### src/rtl/agc_loop_ctrl_pkg.sv
// AGC loop controller shared types and defaults.
// State encoding, Q8.8 constants, abs helper.
package agc_loop_ctrl_pkg;

  localparam int unsigned Q_W = 16;

  typedef enum logic [1:0] {
    ST_IDLE  = 2'b00,
    ST_ACQ   = 2'b01,
    ST_TRACK = 2'b10,
    ST_HOLD  = 2'b11
  } agc_state_e;

  localparam logic [Q_W-1:0] MU_FAST_D       = 16'h0040;
  localparam logic [Q_W-1:0] MU_SLOW_D       = 16'h001A;
  localparam logic [Q_W-1:0] LOCK_THRESH_D   = 16'h0020;
  localparam logic [Q_W-1:0] UNLOCK_THRESH_D = 16'h0080;
  localparam int unsigned    LOCK_COUNT_D    = 16;
  localparam int unsigned    UNLOCK_COUNT_D  = 8;
  localparam int unsigned    ACQ_TIMEOUT_D   = 1024;
  localparam int unsigned    HOLD_TIMEOUT_D  = 4096;

  // Two's-complement magnitude; the most negative code saturates.
  function automatic logic [Q_W-1:0] abs_sat(
    input logic [Q_W-1:0] v
  );
    if (v == 16'h8000) return 16'h7FFF;
    else if (v[Q_W-1]) return -v;
    else return v;
  endfunction

endpackage

### src/rtl/agc_loop_ctrl_if.sv
// AGC loop controller signal bundle.
// master = burst framer/error side, slave = controller.
interface agc_loop_ctrl_if;
  import agc_loop_ctrl_pkg::*;

  logic           i_enable;
  logic           i_burst_start;
  logic           i_burst_end;
  logic [Q_W-1:0] i_error;
  logic [Q_W-1:0] o_mu;
  logic           o_gain_hold;
  logic           o_gain_load;
  logic           o_locked;
  logic           o_acq_fail;
  logic [1:0]     o_state;

  modport master (
    output i_enable, i_burst_start,
    output i_burst_end, i_error,
    input  o_mu, o_gain_hold,
    input  o_gain_load, o_locked,
    input  o_acq_fail, o_state
  );

  modport slave (
    input  i_enable, i_burst_start,
    input  i_burst_end, i_error,
    output o_mu, o_gain_hold,
    output o_gain_load, o_locked,
    output o_acq_fail, o_state
  );

endinterface

### src/rtl/agc_loop_ctrl_run_counter.sv
// Saturating consecutive-condition counter.
// o_hit flags the sample that brings the run to LIMIT.
module agc_loop_ctrl_run_counter #(
  parameter int unsigned LIMIT = 16
) (
  input  logic i_clk,
  input  logic i_rst,
  input  logic i_clr,
  input  logic i_cond,
  output logic o_hit
);

  localparam int unsigned W = $clog2(LIMIT + 1);
  localparam logic [W-1:0] LAST = W'(LIMIT - 1);
  localparam logic [W-1:0] TOP  = W'(LIMIT);

  logic [W-1:0] r_cnt;

  assign o_hit = i_cond && (r_cnt >= LAST);

  // Count consecutive true samples, saturating at LIMIT.
  always_ff @(posedge i_clk) begin
    if (i_rst || i_clr || !i_cond)
      r_cnt <= '0;
    else if (r_cnt != TOP)
      r_cnt <= r_cnt + W'(1);
  end

endmodule

### src/rtl/agc_loop_ctrl.sv
// AGC loop sequencing controller.
// IDLE/ACQUIRE/TRACK/HOLD FSM driving mu/hold/load.
module agc_loop_ctrl
  import agc_loop_ctrl_pkg::*;
#(
  parameter logic [Q_W-1:0] MU_FAST       = MU_FAST_D,
  parameter logic [Q_W-1:0] MU_SLOW       = MU_SLOW_D,
  parameter logic [Q_W-1:0] LOCK_THRESH   = LOCK_THRESH_D,
  parameter logic [Q_W-1:0] UNLOCK_THRESH = UNLOCK_THRESH_D,
  parameter int unsigned    LOCK_COUNT    = LOCK_COUNT_D,
  parameter int unsigned    UNLOCK_COUNT  = UNLOCK_COUNT_D,
  parameter int unsigned    ACQ_TIMEOUT   = ACQ_TIMEOUT_D,
  parameter int unsigned    HOLD_TIMEOUT  = HOLD_TIMEOUT_D
) (
  input  logic            i_clk,
  input  logic            i_rst,
  agc_loop_ctrl_if.slave  bus
);

  agc_state_e     r_state;
  logic [Q_W-1:0] r_mu;
  logic           r_hold;
  logic           r_load;
  logic           r_locked;
  logic           r_fail;

  agc_state_e     w_nxt;
  logic           w_fail;
  logic           w_start;
  logic           w_trans;
  logic [Q_W-1:0] w_abs;
  logic           w_lock_hit;
  logic           w_unlock_hit;
  logic           w_acq_to;
  logic           w_hold_to;

  assign w_abs   = abs_sat(bus.i_error);
  assign w_start = bus.i_burst_start
                 & ~bus.i_burst_end;
  assign w_trans = (w_nxt != r_state);

  agc_loop_ctrl_run_counter #(
    .LIMIT (LOCK_COUNT)
  ) u_lock (
    .i_clk  (i_clk),
    .i_rst  (i_rst),
    .i_clr  (w_trans),
    .i_cond ((r_state == ST_ACQ)
             && (w_abs <= LOCK_THRESH)),
    .o_hit  (w_lock_hit)
  );

  agc_loop_ctrl_run_counter #(
    .LIMIT (UNLOCK_COUNT)
  ) u_unlock (
    .i_clk  (i_clk),
    .i_rst  (i_rst),
    .i_clr  (w_trans),
    .i_cond ((r_state == ST_TRACK)
             && (w_abs > UNLOCK_THRESH)),
    .o_hit  (w_unlock_hit)
  );

  agc_loop_ctrl_run_counter #(
    .LIMIT (ACQ_TIMEOUT)
  ) u_acq_dwell (
    .i_clk  (i_clk),
    .i_rst  (i_rst),
    .i_clr  (w_trans),
    .i_cond (r_state == ST_ACQ),
    .o_hit  (w_acq_to)
  );

  agc_loop_ctrl_run_counter #(
    .LIMIT (HOLD_TIMEOUT)
  ) u_hold_dwell (
    .i_clk  (i_clk),
    .i_rst  (i_rst),
    .i_clr  (w_trans),
    .i_cond (r_state == ST_HOLD),
    .o_hit  (w_hold_to)
  );

  // Next state: enable, framing, timeout, counts.
  always_comb begin
    w_nxt  = r_state;
    w_fail = 1'b0;
    if (!bus.i_enable) begin
      w_nxt = ST_IDLE;
    end else begin
      unique case (r_state)
        ST_IDLE: begin
          if (w_start) w_nxt = ST_ACQ;
        end
        ST_ACQ: begin
          if (bus.i_burst_end) begin
            w_nxt = ST_IDLE;
          end else if (w_acq_to) begin
            w_nxt  = ST_IDLE;
            w_fail = 1'b1;
          end else if (w_lock_hit) begin
            w_nxt = ST_TRACK;
          end
        end
        ST_TRACK: begin
          if (bus.i_burst_end) w_nxt = ST_HOLD;
          else if (w_unlock_hit) w_nxt = ST_ACQ;
        end
        ST_HOLD: begin
          if (w_start) w_nxt = ST_TRACK;
          else if (w_hold_to) w_nxt = ST_IDLE;
        end
        default: w_nxt = ST_IDLE;
      endcase
    end
  end

  // State and registered per-state outputs.
  always_ff @(posedge i_clk) begin
    if (i_rst) begin
      r_state  <= ST_IDLE;
      r_mu     <= '0;
      r_hold   <= 1'b1;
      r_load   <= 1'b0;
      r_locked <= 1'b0;
      r_fail   <= 1'b0;
    end else begin
      r_state <= w_nxt;
      r_fail  <= w_fail;
      r_load  <= (r_state == ST_IDLE)
              && (w_nxt == ST_ACQ);
      r_hold  <= (w_nxt == ST_IDLE)
              || (w_nxt == ST_HOLD);
      r_locked <= (w_nxt == ST_TRACK)
               || ((w_nxt == ST_HOLD)
                   && r_locked);
      unique case (1'b1)
        (w_nxt == ST_ACQ):   r_mu <= MU_FAST;
        (w_nxt == ST_TRACK): r_mu <= MU_SLOW;
        default:             r_mu <= '0;
      endcase
    end
  end

  assign bus.o_state     = r_state;
  assign bus.o_mu        = r_mu;
  assign bus.o_gain_hold = r_hold;
  assign bus.o_gain_load = r_load;
  assign bus.o_locked    = r_locked;
  assign bus.o_acq_fail  = r_fail;

endmodule
### src/flat_wrapper.sv
// flat-port wrapper written by rule: the top's interface ports become plain ports
module agc_loop_ctrl_flat import agc_loop_ctrl_pkg::*;
#(
  parameter logic [Q_W-1:0] MU_FAST       = MU_FAST_D,
  parameter logic [Q_W-1:0] MU_SLOW       = MU_SLOW_D,
  parameter logic [Q_W-1:0] LOCK_THRESH   = LOCK_THRESH_D,
  parameter logic [Q_W-1:0] UNLOCK_THRESH = UNLOCK_THRESH_D,
  parameter int unsigned    LOCK_COUNT    = LOCK_COUNT_D,
  parameter int unsigned    UNLOCK_COUNT  = UNLOCK_COUNT_D,
  parameter int unsigned    ACQ_TIMEOUT   = ACQ_TIMEOUT_D,
  parameter int unsigned    HOLD_TIMEOUT  = HOLD_TIMEOUT_D
)
  (i_clk, i_rst, bus_i_enable, bus_i_burst_start, bus_i_burst_end, bus_i_error, bus_o_mu, bus_o_gain_hold, bus_o_gain_load, bus_o_locked, bus_o_acq_fail, bus_o_state);
  agc_loop_ctrl_if bus_i ();
  input  logic i_clk;
  input  logic i_rst;
  input wire logic [$bits(bus_i.i_enable)-1:0] bus_i_enable;
  input wire logic [$bits(bus_i.i_burst_start)-1:0] bus_i_burst_start;
  input wire logic [$bits(bus_i.i_burst_end)-1:0] bus_i_burst_end;
  input wire logic [$bits(bus_i.i_error)-1:0] bus_i_error;
  output wire logic [$bits(bus_i.o_mu)-1:0] bus_o_mu;
  output wire logic [$bits(bus_i.o_gain_hold)-1:0] bus_o_gain_hold;
  output wire logic [$bits(bus_i.o_gain_load)-1:0] bus_o_gain_load;
  output wire logic [$bits(bus_i.o_locked)-1:0] bus_o_locked;
  output wire logic [$bits(bus_i.o_acq_fail)-1:0] bus_o_acq_fail;
  output wire logic [$bits(bus_i.o_state)-1:0] bus_o_state;
  assign bus_i.i_enable = bus_i_enable;
  assign bus_i.i_burst_start = bus_i_burst_start;
  assign bus_i.i_burst_end = bus_i_burst_end;
  assign bus_i.i_error = bus_i_error;
  assign bus_o_mu = bus_i.o_mu;
  assign bus_o_gain_hold = bus_i.o_gain_hold;
  assign bus_o_gain_load = bus_i.o_gain_load;
  assign bus_o_locked = bus_i.o_locked;
  assign bus_o_acq_fail = bus_i.o_acq_fail;
  assign bus_o_state = bus_i.o_state;
  agc_loop_ctrl #(.MU_FAST(MU_FAST), .MU_SLOW(MU_SLOW), .LOCK_THRESH(LOCK_THRESH), .UNLOCK_THRESH(UNLOCK_THRESH), .LOCK_COUNT(LOCK_COUNT), .UNLOCK_COUNT(UNLOCK_COUNT), .ACQ_TIMEOUT(ACQ_TIMEOUT), .HOLD_TIMEOUT(HOLD_TIMEOUT)) u_core (.i_clk(i_clk), .i_rst(i_rst), .bus(bus_i));
endmodule
### config.mk
export PLATFORM = sky130hd
export DESIGN_NAME = agc_loop_ctrl_flat
export DESIGN_NICKNAME = d
export VERILOG_FILES = /design/src/rtl/agc_loop_ctrl_pkg.sv /design/src/rtl/agc_loop_ctrl_if.sv /design/src/rtl/agc_loop_ctrl_run_counter.sv /design/src/rtl/agc_loop_ctrl.sv /design/src/flat_wrapper.sv
export SDC_FILE = /design/constraint.sdc
export NUM_CORES = 1
export LEC_CHECK = 0
export CELL_PAD_IN_SITES_DETAIL_PLACEMENT = 0
export CELL_PAD_IN_SITES_GLOBAL_PLACEMENT = 1
export CORE_ASPECT_RATIO = 1.75
export CORE_UTILIZATION = 45
export DETAILED_ROUTE_END_ITERATION = 8
export PLACE_DENSITY_LB_ADDON = 0.1
export SYNTH_ARGS = -nofsm -noshare
export SYNTH_HDL_FRONTEND = slang
export SYNTH_SLANG_ARGS = --single-unit
### constraint.sdc
create_clock -name i_clk -period 8.3 [get_ports i_clk]
set_clock_uncertainty 0.1 [all_clocks]
set_input_delay 1.245 -clock i_clk [delete_from_list [all_inputs] [get_ports i_clk]]
set_output_delay 1.245 -clock i_clk [all_outputs]
set_load 0.05 [all_outputs]
Word-level counts from Yosys, hierarchy flattened
Index checks and enable logic that the tools add are counted.

cells by class
  equality and inequality tests = 12
  $add $sub $neg = 5
  reduce and logical (&&, ||, !) cells = 22
  multiplexer cells = 14
  order comparisons = 6
  bitwise operators = 4

operators by type and width
  cell                   number
  $mux 16                2
  $mux 2                 9
  $eq 16x16->1 const B   1
  $gt 16x8->1 const B    1
  $le 16x6->1 const B    1
  $neg 16->16            1
  $pmux 7 s2             1
  $add 13x1->13 const B  1
  $ge 13x12->1 const B   1
  $ne 13x13->1 const B   1
  $add 11x1->11 const B  1
  $ge 11x10->1 const B   1
  $ne 11x11->1 const B   1
  $eq 2x2->1 const B     4
  $logic_and 1x1->1      8
  $pmux 2 s4             1
  $logic_or 1x1->1       7
  $add 5x1->5 const B    1
  $ge 5x4->1 const B     1
  $ne 5x5->1 const B     1
  $add 4x1->4 const B    1
  $eq 2x1->1 const B     2
  $ge 4x3->1 const B     1
  $logic_not 1->1        4
  other kinds (7)        10

storage, ports and cells
  output and inout bits = 22
  logic and storage cells = 73
  input port bits = 21
  bits in registers = 55

Depth between registers and ports, before layout
  depth after elaboration = 14
  depth in mapped cells = 12
  gate-level depth less buffers = 12

Hierarchy
Synthesis repeated with hierarchy kept, for this count alone.

second synthesis, totals
  cell total of the unflattened synthesis = 324
  area, all modules = 2,710.1 um^2

modules (own cells, without submodules)
  module                                           sequential area each (um^2)  cells each  instances  area an instance (um^2)
  agc_loop_ctrl                                    160.2                        128         1          928.4
  agc_loop_ctrl_run_counter (u_core.u_hold_dwell)  260.2                        78          1          695.7
  agc_loop_ctrl_run_counter (u_core.u_acq_dwell)   220.2                        63          1          554.3
  agc_loop_ctrl_run_counter (u_core.u_lock)        100.1                        31          1          314.1
  agc_loop_ctrl_run_counter (u_core.u_unlock)      80.1                         24          1          217.7

Least setup slack after synthesis
OpenSTA, ideal clock, no wires.

  kind = in2reg
  from = input bus_i_error[5]
  to = register u_core.r_hold (netlist: u_core.bus.o_gain_hold)
  slack = 4,412 ps
  setup time = 123 ps
  arrival time = 3,664 ps
  stages on the path = 9
  path through = or4_4 > or3_2 > nand4_1 > a31oi_2 > a311oi_1 > a211oi_2 > or2_1 > ha_1 > or2_2

on the way
  cells in the longest elaborated chain, start to end = 13
  elaborated cells on any way between the ends = 20

ends and longest elaborated chain
  element                                        RTL line                                    text
  start, declared                                flat_wrapper.sv:20                          input wire logic [$bits(bus_i.i_error)-1:0] bus_i_error;
  $neg 16->16                                    agc_loop_ctrl_pkg.sv:28                     else if (v[Q_W-1]) return -v;
  $mux 16                                        agc_loop_ctrl_pkg.sv:28
  $mux 16 *                                      agc_loop_ctrl_pkg.sv:27                     if (v == 16'h8000) return 16'h7FFF;
  $le 16x6->1                                    agc_loop_ctrl.sv:49                         && (w_abs <= LOCK_THRESH)),
  $logic_and 1x1->1                              agc_loop_ctrl.sv:49
  $logic_and 1x1->1                              agc_loop_ctrl_run_counter.sv:19             assign o_hit = i_cond && (r_cnt >= LAST);
  $mux 2                                         agc_loop_ctrl.sv:101                        end else if (w_lock_hit) begin
  $mux 2                                         agc_loop_ctrl.sv:98                         end else if (w_acq_to) begin
  $mux 2                                         agc_loop_ctrl.sv:96                         if (bus.i_burst_end) begin
  $pmux 2 s4 *                                   agc_loop_ctrl.sv:91                         unique case (r_state)
  $mux 2 *                                       agc_loop_ctrl.sv:88                         if (!bus.i_enable) begin
  $eq 2x2->1 or $logic_not 2->1 (tied branches)  agc_loop_ctrl.sv:133, agc_loop_ctrl.sv:132
  $logic_or 1x1->1 *                             agc_loop_ctrl.sv:133                        || (w_nxt == ST_HOLD);
  end signal, assigned                           agc_loop_ctrl.sv:132                        r_hold <= (w_nxt == ST_IDLE)
  end, declared                                  agc_loop_ctrl.sv:22                         logic r_hold;

Mark *: on every way between the ends. The rest lies on a longest branch, timed or not.
A chain may end at the register's enable or synchronous reset.

Worst setup path in the final report
  from = input bus_i_error[15]
  to = register u_core.r_hold (netlist: u_core.bus.o_gain_hold)

Same word-level chain as after synthesis.

==> flow_summary.toml <==
[run_status]
status = "finished clean"

[drt]
totalWireLength_mm = 5.32
wire_per_inst_um = 13.0
ant_nets = 0
drc = 0
num_vias = 2142
drt_iter0_drc = 66
drt-pass1-iter-count = 4
viasPerCell = 5.22

[synth]
syn_area_per_cell_um2 = 9.19
synth_top_family_by_area = "simple AND/OR/NAND/NOR gates"
synth.most_common_cell = "dfxtp_1"
synth_area_leaders = "dfxtp_1 29%, ha_1 5.8%, xor2_1 5.0%, nor3_2 4.3%, xnor2_1 4.1%"
synth.area.mux_share_pct = 1.93
synthCells = 303
synth_edf_count = 0
ys_seq_area_share_pct = 29.5
synth_top_area_share_pct = 29.5
synth_area_mm2 = 0.00279
synth_simple_gate_area_share_pct = 32.0
synthArstFlopShare_pct = 0
yosys.area_share.adder_pct = 5.84
synth-main-ff-cell = "dfxtp_1"
synth_common_cells = "41 x dfxtp_1, 27 x nand2_1, 20 x nor2_1"
ys_seq_elements = 41
synth_xor_area_share_pct = 9.12
synth_compound_area_share_pct = 12.8
yosysWarnings = 0
ys_types = 69
synth_top_cell_by_area = "dfxtp_1"

[placement]
dpl-instance-area_mm2 = 0.00305
numPortBuffers = 30
gp_congestion = 0.750
post-place-ws_ns = 3.50
hpwl_mm = 4.09

[clock_network]
clk_pin_slew_ns = 0.09
htree_levels = 2
clock_latency_ns = 0.29
ctsRootBufferMaster = "clkbuf_8"
clock-sinks = 41
cts.path.max_buffers = 2
hold_buffers = 0
cts_setup_buffers = 0
cts_buffers = 5
cts-resized-gates = 0
cts_tree = "done"

[power]
leakage_uw = 0.00111
p_total_uw = 425
powerDensity_mw_per_mm2 = 134
ir_worst_vdd_mv = 0.0699

[finish]
multiInputGateArea_mm2 = 0.00177
drive_gt1_share_pct = 16.9
nets = 365
final_cell_area_mm2 = 0.00317
fillers = 615
final-seq-area_um2 = 821
syn2layout_area_growth_pct = 13.7
antenna_cells = 0
final_util_pct = 53.4

[worst_setup_path]
required_ns = 8.39
end_kind = "register"
start_kind = "primary input"
path_class = "primary input to register"
rrSetupSlack_ns = 5.66
worst-path-max-fanout = 20
crit_arrival_ns = 4.52

[grt]
grt_first_pass_wirelength_mm = 9.14
grt_usage_pct = 18.3
overflow = 0
grt_pass1_vias = 2181
grt_max_degree = 23
antenna_found_initial = 0

[die]
ios = 43
die-area_mm2 = 0.00652
rows = 37
core_area_mm2 = 0.00593
die_h_um = 106
die_w_um = 61.5
start_util_pct = 47.0

[sta]
fin_ws_ns = 3.87
relSlewSlack_pct = 40.9
clock.fmax_mhz = 226
finalMaxSlewViolations = 0
min_period_ns = 4.43
hold_viol_final = 0
setup_viol = 0
post-route-period-util_pct = 53.4
worstMarginPinSlew_ns = 0.884
rsz0062_at_grt = "no"
setup_tns_ns = 0

[flow_run]
maxCapViolCount = 0

[hold_path]
hold_class = "register to register"
-- power by group --
| part | internal [uW] | leakage [uW] | total, uW | switching (uW) |
|---|---|---|---|---|
| Clock | 97.8 | 0.0000574 | 169 | 70.9 |
| Sequential | 198 | 0.000331 | 199 | 1.22 |
| Combinational | 20.3 | 0.000719 | 57.3 | 37.0 |
| Total | 316 | 0.00111 | 425 | 109 |
-- placed cells by master (no fill, tap or decap), types with 2 or more instances in the layout --
cell / instances
nor4_1: 4
nor4b_1: 5
nor4_2: 9
or2_2: 2
xor2_1: 16
nor2_1: 20
nand3_1: 13
nor2b_1: 4
or3_2: 4
o41ai_1: 2
a31o_2: 2
ha_1: 13
inv_1: 15
nand2_1: 27
o211a_1: 2
mux2_2: 3
clkbuf_8: 6
nor3b_1: 2
nand4_1: 2
mux2i_1: 2
nand2b_1: 2
a21boi_0: 2
dfxtp_1: 41
nor3_1: 3
and2_1: 3
o21ai_0: 2
and4_1: 2
and3_1: 6
nor3_2: 12
a31oi_1: 2
a21oi_1: 11
a311oi_1: 2
xnor2_1: 13
clkdlybuf4s50_1: 30
and3_2: 2
conb_1: 14
-- metrics by stage --
step	std cells	hold slack, ns
floorplan	316	0.362
global placement	402	0.377
detailed placement	402	0.381
CTS	410	0.401
global route	410	0.425
finish	410	0.393
-- state kept, by name, summed over array words and instances, names as in the netlist --
| signal | count |
|---|---|
| u_core.u_hold_dwell.r_cnt | 13 |
| u_core.u_acq_dwell.r_cnt | 11 |
| u_core.u_lock.r_cnt | 5 |
| u_core.u_unlock.r_cnt | 4 |
| u_core.bus.o_mu | 2 |
| u_core.bus.o_state | 2 |
| u_core.bus.o_acq_fail | 1 |
| u_core.bus.o_gain_hold | 1 |
| u_core.bus.o_gain_load | 1 |
| u_core.bus.o_locked | 1 |
-- path summary, 6_finish.rpt --
kind | startpoint | endpoint | depth (start not counted)
worst max-delay path | bus_i_error[15] | u_core.bus.o_gain_hold | 10
worst min-delay path | u_core.bus.o_locked | u_core.bus.o_locked | 2
worst max register to register | u_core.u_hold_dwell.r_cnt[0] | u_core.bus.o_gain_hold | 9
worst min register to register | u_core.bus.o_locked | u_core.bus.o_locked | 2
-- critical path, stage by stage --
cell and delay [ns]:
clkdlybuf4s50_1 0.73, and2b_1 0.34, a2111oi_0 0.41, mux2i_1 0.18, a2111oi_4 0.44, nand4_2 0.22
a211oi_2 0.33, or2_1 0.15, ha_1 0.22, or2_2 0.26
-- per-layer routing --
| metal | track usage [%] | vias to the layer above | wire length, um |
|---|---|---|---|
| li1 | - | 1117 | - |
| met1 | 18.1 | 991 | 2070 |
| met2 | 35.2 | 30 | 3040 |
| met3 | 3.53 | 4 | 121 |
| met4 | 6.67 | 0 | 87 |
| met5 | 0 | - | 0 |
-- logic make-up (layout without fill, tap and decap cells) --
| family | Yosys count | after routing |
|---|---|---|
| flip-flops | 41 | 41 |
| XOR/XNOR | 29 | 29 |
| buffers and inverters | 37 | 53 |
| adder cells (fa/ha/maj) | 13 | 13 |
| multiplexers | 5 | 5 |
| AND/OR/NAND/NOR | 135 | 135 |
| AO/OA/AOI/OAI | 42 | 42 |
| other | 1 | 14 |
-- cell type report --
type / instances / area share, %
Timing Repair Buffer: 30 / 9.49
Clock inverter: 2 / 1.19
Sequential cell: 41 / 25.9
Clock buffer: 6 / 2.61
Inverter: 15 / 1.78
Multi-Input combinational cell: 238 / 55.9
Tap cell: 78 / 3.08
(Power assumes the default switching activity.)
==> edit 1, RTL diff (same flow settings) <==
`HOLD_TIMEOUT_D`: 4096 -> 2048.
--- a/src/rtl/agc_loop_ctrl_pkg.sv
+++ b/src/rtl/agc_loop_ctrl_pkg.sv
@@ -19,5 +19,5 @@
   localparam int unsigned    UNLOCK_COUNT_D  = 8;
   localparam int unsigned    ACQ_TIMEOUT_D   = 1024;
-  localparam int unsigned    HOLD_TIMEOUT_D  = 4096;
+  localparam int unsigned    HOLD_TIMEOUT_D  = 2048;
 
   // Two's-complement magnitude; the most negative code saturates.
Check against the original RTL: no difference found for any inputs over 10 cycles, from zero or initial values and one cycle with i_rst high; that may be too few to reach the edited logic, so the function may still have changed.
==> edit 1 against the unedited design <==
  * Power fell by 0.81%
  * Core utilization up 0.98 points
  * Worst setup slack got worse by 310 ps
  * Count of clock-buffer cells in the layout decreased by 1
  * Wire length increased by 9.8%
  * Sequential cell count down 1
  * Final cell count grew 4.1%
  * Final area is 3.2% lower
  * Sequential power shrank 3%
  * Combinational power up 5.1%
  * Synthesized area shrank 3.9%
  * Critical path type unchanged
  * Largest power group unchanged
==> edit 1: results (changes against the unedited design) <==
<table>
<tr><th>Metric</th><th>Value</th></tr>
<tr><th colspan="2">Power and ir drop</th></tr>
<tr><td>Total leakage power</td><td>1.03 nW (-6.7%)</td></tr>
<tr><td>Peak supply drop</td><td>0.104 mV (+48%)</td></tr>
<tr><th colspan="2">Logic synthesis</th></tr>
<tr><td>Cell types with the highest counts after synthesis</td><td>40 x sky130_fd_sc_hd__dfxtp_1, 33 x sky130_fd_sc_hd__nor2_1, 21 x sky130_fd_sc_hd__inv_1, 17 x sky130_fd_sc_hd__nand3_1, 16 x sky130_fd_sc_hd__nand2_1</td></tr>
<tr><td>Arithmetic-cell share of the synthesized area counting full adders, half adders and majority gates</td><td>6.08% (+0.24 points)</td></tr>
<tr><td>Leading post-synthesis cells by cell area</td><td>sky130_fd_sc_hd__dfxtp_1 30%, sky130_fd_sc_hd__ha_1 6.1%, sky130_fd_sc_hd__xor2_1 4.9%</td></tr>
<tr><td>Share of cell area taken by muxes after synthesis</td><td>2.34% (+0.41 points)</td></tr>
<tr><td>Complex-gate fraction of the synthesized area</td><td>14.5% (+1.7 points)</td></tr>
<tr><td>Post-synthesis sequential area ratio</td><td>29.9% (+0.45 points)</td></tr>
<tr><th colspan="2">Placed design</th></tr>
<tr><td>Cells after DPL</td><td>419 (+4.2%)</td></tr>
<tr><td>RePlAce Congestion</td><td>0.852 (+14%)</td></tr>
<tr><td>HPWL after DPL</td><td>4560 um (+11%)</td></tr>
<tr><td>Setup WS pre-CTS</td><td>3270 ps (-230 ps)</td></tr>
<tr><td>Post-placement cell area</td><td>0.00295 sq mm (-3.2%)</td></tr>
<tr><th colspan="2">Layout</th></tr>
<tr><td>Share of post-route cells with drive strength above 1</td><td>9.40% (-7.5 points)</td></tr>
<tr><td>FILL cells</td><td>578 (-6.0%)</td></tr>
<tr><td>Layout Nets</td><td>384 (+5.2%)</td></tr>
<tr><th colspan="2">STA</th></tr>
<tr><td>Actual transition at the worst max-transition pin</td><td>769 ps (-115 ps)</td></tr>
<tr><th colspan="2">Detailed routing</th></tr>
<tr><td>Drt total wl</td><td>5840 um (+9.8%)</td></tr>
<tr><td>Via Count</td><td>2,308 (+7.7%)</td></tr>
<tr><td>Number of DRC violations after detailed-routing iteration 0</td><td>124 (+88%)</td></tr>
<tr><td>Number of vias per cell after detailed routing</td><td>5.41 (+3.5%)</td></tr>
<tr><th colspan="2">Critical path</th></tr>
<tr><td>Max Fanout on Critical Path</td><td>8 (-60%)</td></tr>
<tr><td>Family of cells with the greatest summed delay on the critical path</td><td>simple AND/OR/NAND/NOR gates</td></tr>
<tr><th colspan="2">Global routing</th></tr>
<tr><td>Global-route wire length before repair</td><td>9910 um (+8.4%)</td></tr>
<tr><th colspan="2">Status</th></tr>
<tr><td>Outcome</td><td>completed</td></tr>
</table>
edit 1: changes by cell type in the layout (fill, tap and decap cells not counted), sizes merged, moves of 4 or more:
cell    unedited run  this run
nor2              20        43
a21o               0         4
nand4              3         7
inv               15        22
nand3             13        17
nand2             28        16
o21ai              2         9
a211oi             1         5
nor3              16        11
nor4              13         4
edit 1: layout make-up:
class,count,area (sq um),area share [%]
multi-input cells,252,1670,54.6
flip-flops and latches,40,801,26.1
repair buffers,30,300,9.80
well taps,76,95.1,3.10
inverters,21,78.8,2.57
clock buffers,5,68.8,2.25
clock inverters,3,46.3,1.51
edit 1: worst paths after layout:
check,from,end,slack [ps]
setup / recovery,bus_i_error[0],u_core.bus.o_gain_hold,3560
hold / removal,u_core.bus.o_locked,u_core.bus.o_locked,410
setup reg to reg,u_core.u_hold_dwell.r_cnt[0],u_core.bus.o_gain_hold,4890
hold reg to reg,u_core.bus.o_locked,u_core.bus.o_locked,410
edit 1: layer usage:
| metal | wire length (um) | track usage, % | share of wire, % | vias up |
|---|---|---|---|---|
| met5 | 0 | 0 | 0 | - |
| met4 | 138 | 8.47 | 2.4 | 0 |
| met3 | 181 | 3.48 | 3.1 | 12 |
| met2 | 3220 | 37.1 | 55 | 32 |
| met1 | 2300 | 20.6 | 39 | 1069 |
| li1 | - | - | - | 1195 |
edit 1: through the flow:
step           hold WS [ps]  total power, mW  util (%)
2_1_floorplan           384            0.244         -
3_3_place_gp            388            0.259      52.4
3_5_place_dp            393            0.259      52.4
4_1_cts                 415            0.426      54.4
5_1_grt                 473            0.440      54.4
6_report                408            0.422      54.4
edit 1: where the power goes:
part / switching (mW) / internal (mW)
sequential: 0.00115 / 0.193
combinational: 0.0388 / 0.0215
clock: 0.0763 / 0.0907
==> edit 2, RTL diff (same flow settings) <==
Without the edit above. Reset style: asynchronous (`i_rst`), changed in one clocked block.
--- a/src/rtl/agc_loop_ctrl.sv
+++ b/src/rtl/agc_loop_ctrl.sv
@@ -117,5 +117,5 @@
 
   // State and registered per-state outputs.
-  always_ff @(posedge i_clk) begin
+  always_ff @(posedge i_clk or posedge i_rst) begin
     if (i_rst) begin
       r_state  <= ST_IDLE;
Formal check against the unedited RTL: differs if i_rst is asserted again (counterexample within 4 cycles, from zero or initial values and one cycle with i_rst high); with i_rst held inactive, the same outputs for 10 cycles.
==> edit 2 against the unedited design <==
  * The flow now finishes with violations (DRC)
  * Sequential cell count unchanged
  * Largest power group unchanged
  * Fmax up 1.0%
  * Worst setup slack better by 44 ps
  * Power up 0.62%
  * Non-clock buffer count up 1
  * Critical path type unchanged
  * Final area down 1.3%
  * Combinational power up 22%
  * Synthesized area down 2.5%
  * Synthesized cell count up 2.3%
  * Die area down 2.5%
  * Wire length up 8.2%
  * Register-to-register slack worse by 170 ps
==> edit 2: results (changes against the unedited design) <==
<table>
<tr><th>Metric</th><th>Value</th></tr>
<tr><th colspan="2">Status</th></tr>
<tr><td>Outcome</td><td>complete, but fails checks</td></tr>
<tr><td>Violated checks</td><td>DRC</td></tr>
<tr><th colspan="2">Hold path</th></tr>
<tr><td>Launch point of the worst hold path</td><td>u_core.bus.o_locked</td></tr>
<tr><th colspan="2">STA</th></tr>
<tr><td>Worst hold margin</td><td>386 ps (-7.26 ps)</td></tr>
<tr><td>Fin crit period</td><td>4390 ps (-44.4 ps)</td></tr>
<tr><th colspan="2">Placed design</th></tr>
<tr><td>Post-placement cell area</td><td>0.00301 sq mm (-1.2%)</td></tr>
<tr><td>RePlAce Congestion</td><td>0.762 (+1.6%)</td></tr>
<tr><td>HPWL after DPL</td><td>4470 um (+9.3%)</td></tr>
<tr><th colspan="2">Power and ir drop</th></tr>
<tr><td>Power per standard cell area</td><td>137 mW/mm^2 (+1.9%)</td></tr>
<tr><td>Peak supply drop</td><td>0.119 mV (+70%)</td></tr>
<tr><td>Total leakage power</td><td>1.13 nW (+1.8%)</td></tr>
<tr><th colspan="2">Critical path</th></tr>
<tr><td>FF-to-FF path depth</td><td>11 (+2)</td></tr>
<tr><td>Max Fanout on Critical Path</td><td>24 (+20%)</td></tr>
<tr><td>Arrival time worst endpoint</td><td>4480 ps (-40 ps)</td></tr>
<tr><td>CP max stage delay</td><td>560 ps (-170 ps)</td></tr>
<tr><td>FF-to-FF Start</td><td>u_core.u_acq_dwell.r_cnt[0]</td></tr>
<tr><td>Setup slack, reg-to-reg</td><td>5490 ps (-170 ps)</td></tr>
<tr><th colspan="2">Global routing</th></tr>
<tr><td>Pin count of the biggest net entering global routing</td><td>25 (+8.7%)</td></tr>
<tr><td>Vias in the first global route</td><td>2,199 (+0.83%)</td></tr>
<tr><td>Met2 Track Usage GR</td><td>37.3% (+2.0 points)</td></tr>
<tr><td>Global Route Usage Sum</td><td>20.3% (+2.0 points)</td></tr>
<tr><td>GR met1 Demand/Resource</td><td>20.6% (+2.5 points)</td></tr>
<tr><th colspan="2">Detailed routing</th></tr>
<tr><td>Number of vias per cell after detailed routing</td><td>5.28 (+1.0%)</td></tr>
<tr><td>DRC Markers</td><td>2 (+2)</td></tr>
<tr><td>DR WL met3</td><td>154 um (+27%)</td></tr>
<tr><th colspan="2">Logic synthesis</th></tr>
<tr><td>Xor and xnor fraction of the mapped netlist area</td><td>7.74% (-1.4 points)</td></tr>
<tr><td>Number of distinct library cells after synthesis</td><td>55 (-20%)</td></tr>
<tr><td>FFs w/ async S/R, synth</td><td>19.5% (+20 points)</td></tr>
<tr><td>Mapped Cells</td><td>310 (+2.3%)</td></tr>
<tr><th colspan="2">Layout</th></tr>
<tr><td>Share of post-route cells with drive strength above 1</td><td>13.3% (-3.6 points)</td></tr>
</table>
edit 2: cell count changes in the layout (fill, tap and decap cells not counted), moves of 4 or more:
cell | unedited run | this run
sky130_fd_sc_hd__xnor2_1 | 13 | 8
sky130_fd_sc_hd__nand4_1 | 2 | 6
sky130_fd_sc_hd__dfrtp_1 | 0 | 7
sky130_fd_sc_hd__nor2_1 | 20 | 24
sky130_fd_sc_hd__or3_2 | 4 | 0
sky130_fd_sc_hd__a21oi_1 | 11 | 15
sky130_fd_sc_hd__dfxtp_1 | 41 | 33
sky130_fd_sc_hd__nand3_1 | 13 | 21
edit 2: layout make-up:
cell class | count | area [sq um]
Clock inverter | 1 | 7.51
Multi-Input combinational cell | 244 | 1690
Sequential cell | 41 | 862
Inverter | 15 | 56.3
Tap cell | 78 | 97.6
Fill cell | 601 | 2710
Timing Repair Buffer | 31 | 308
Clock buffer | 7 | 108
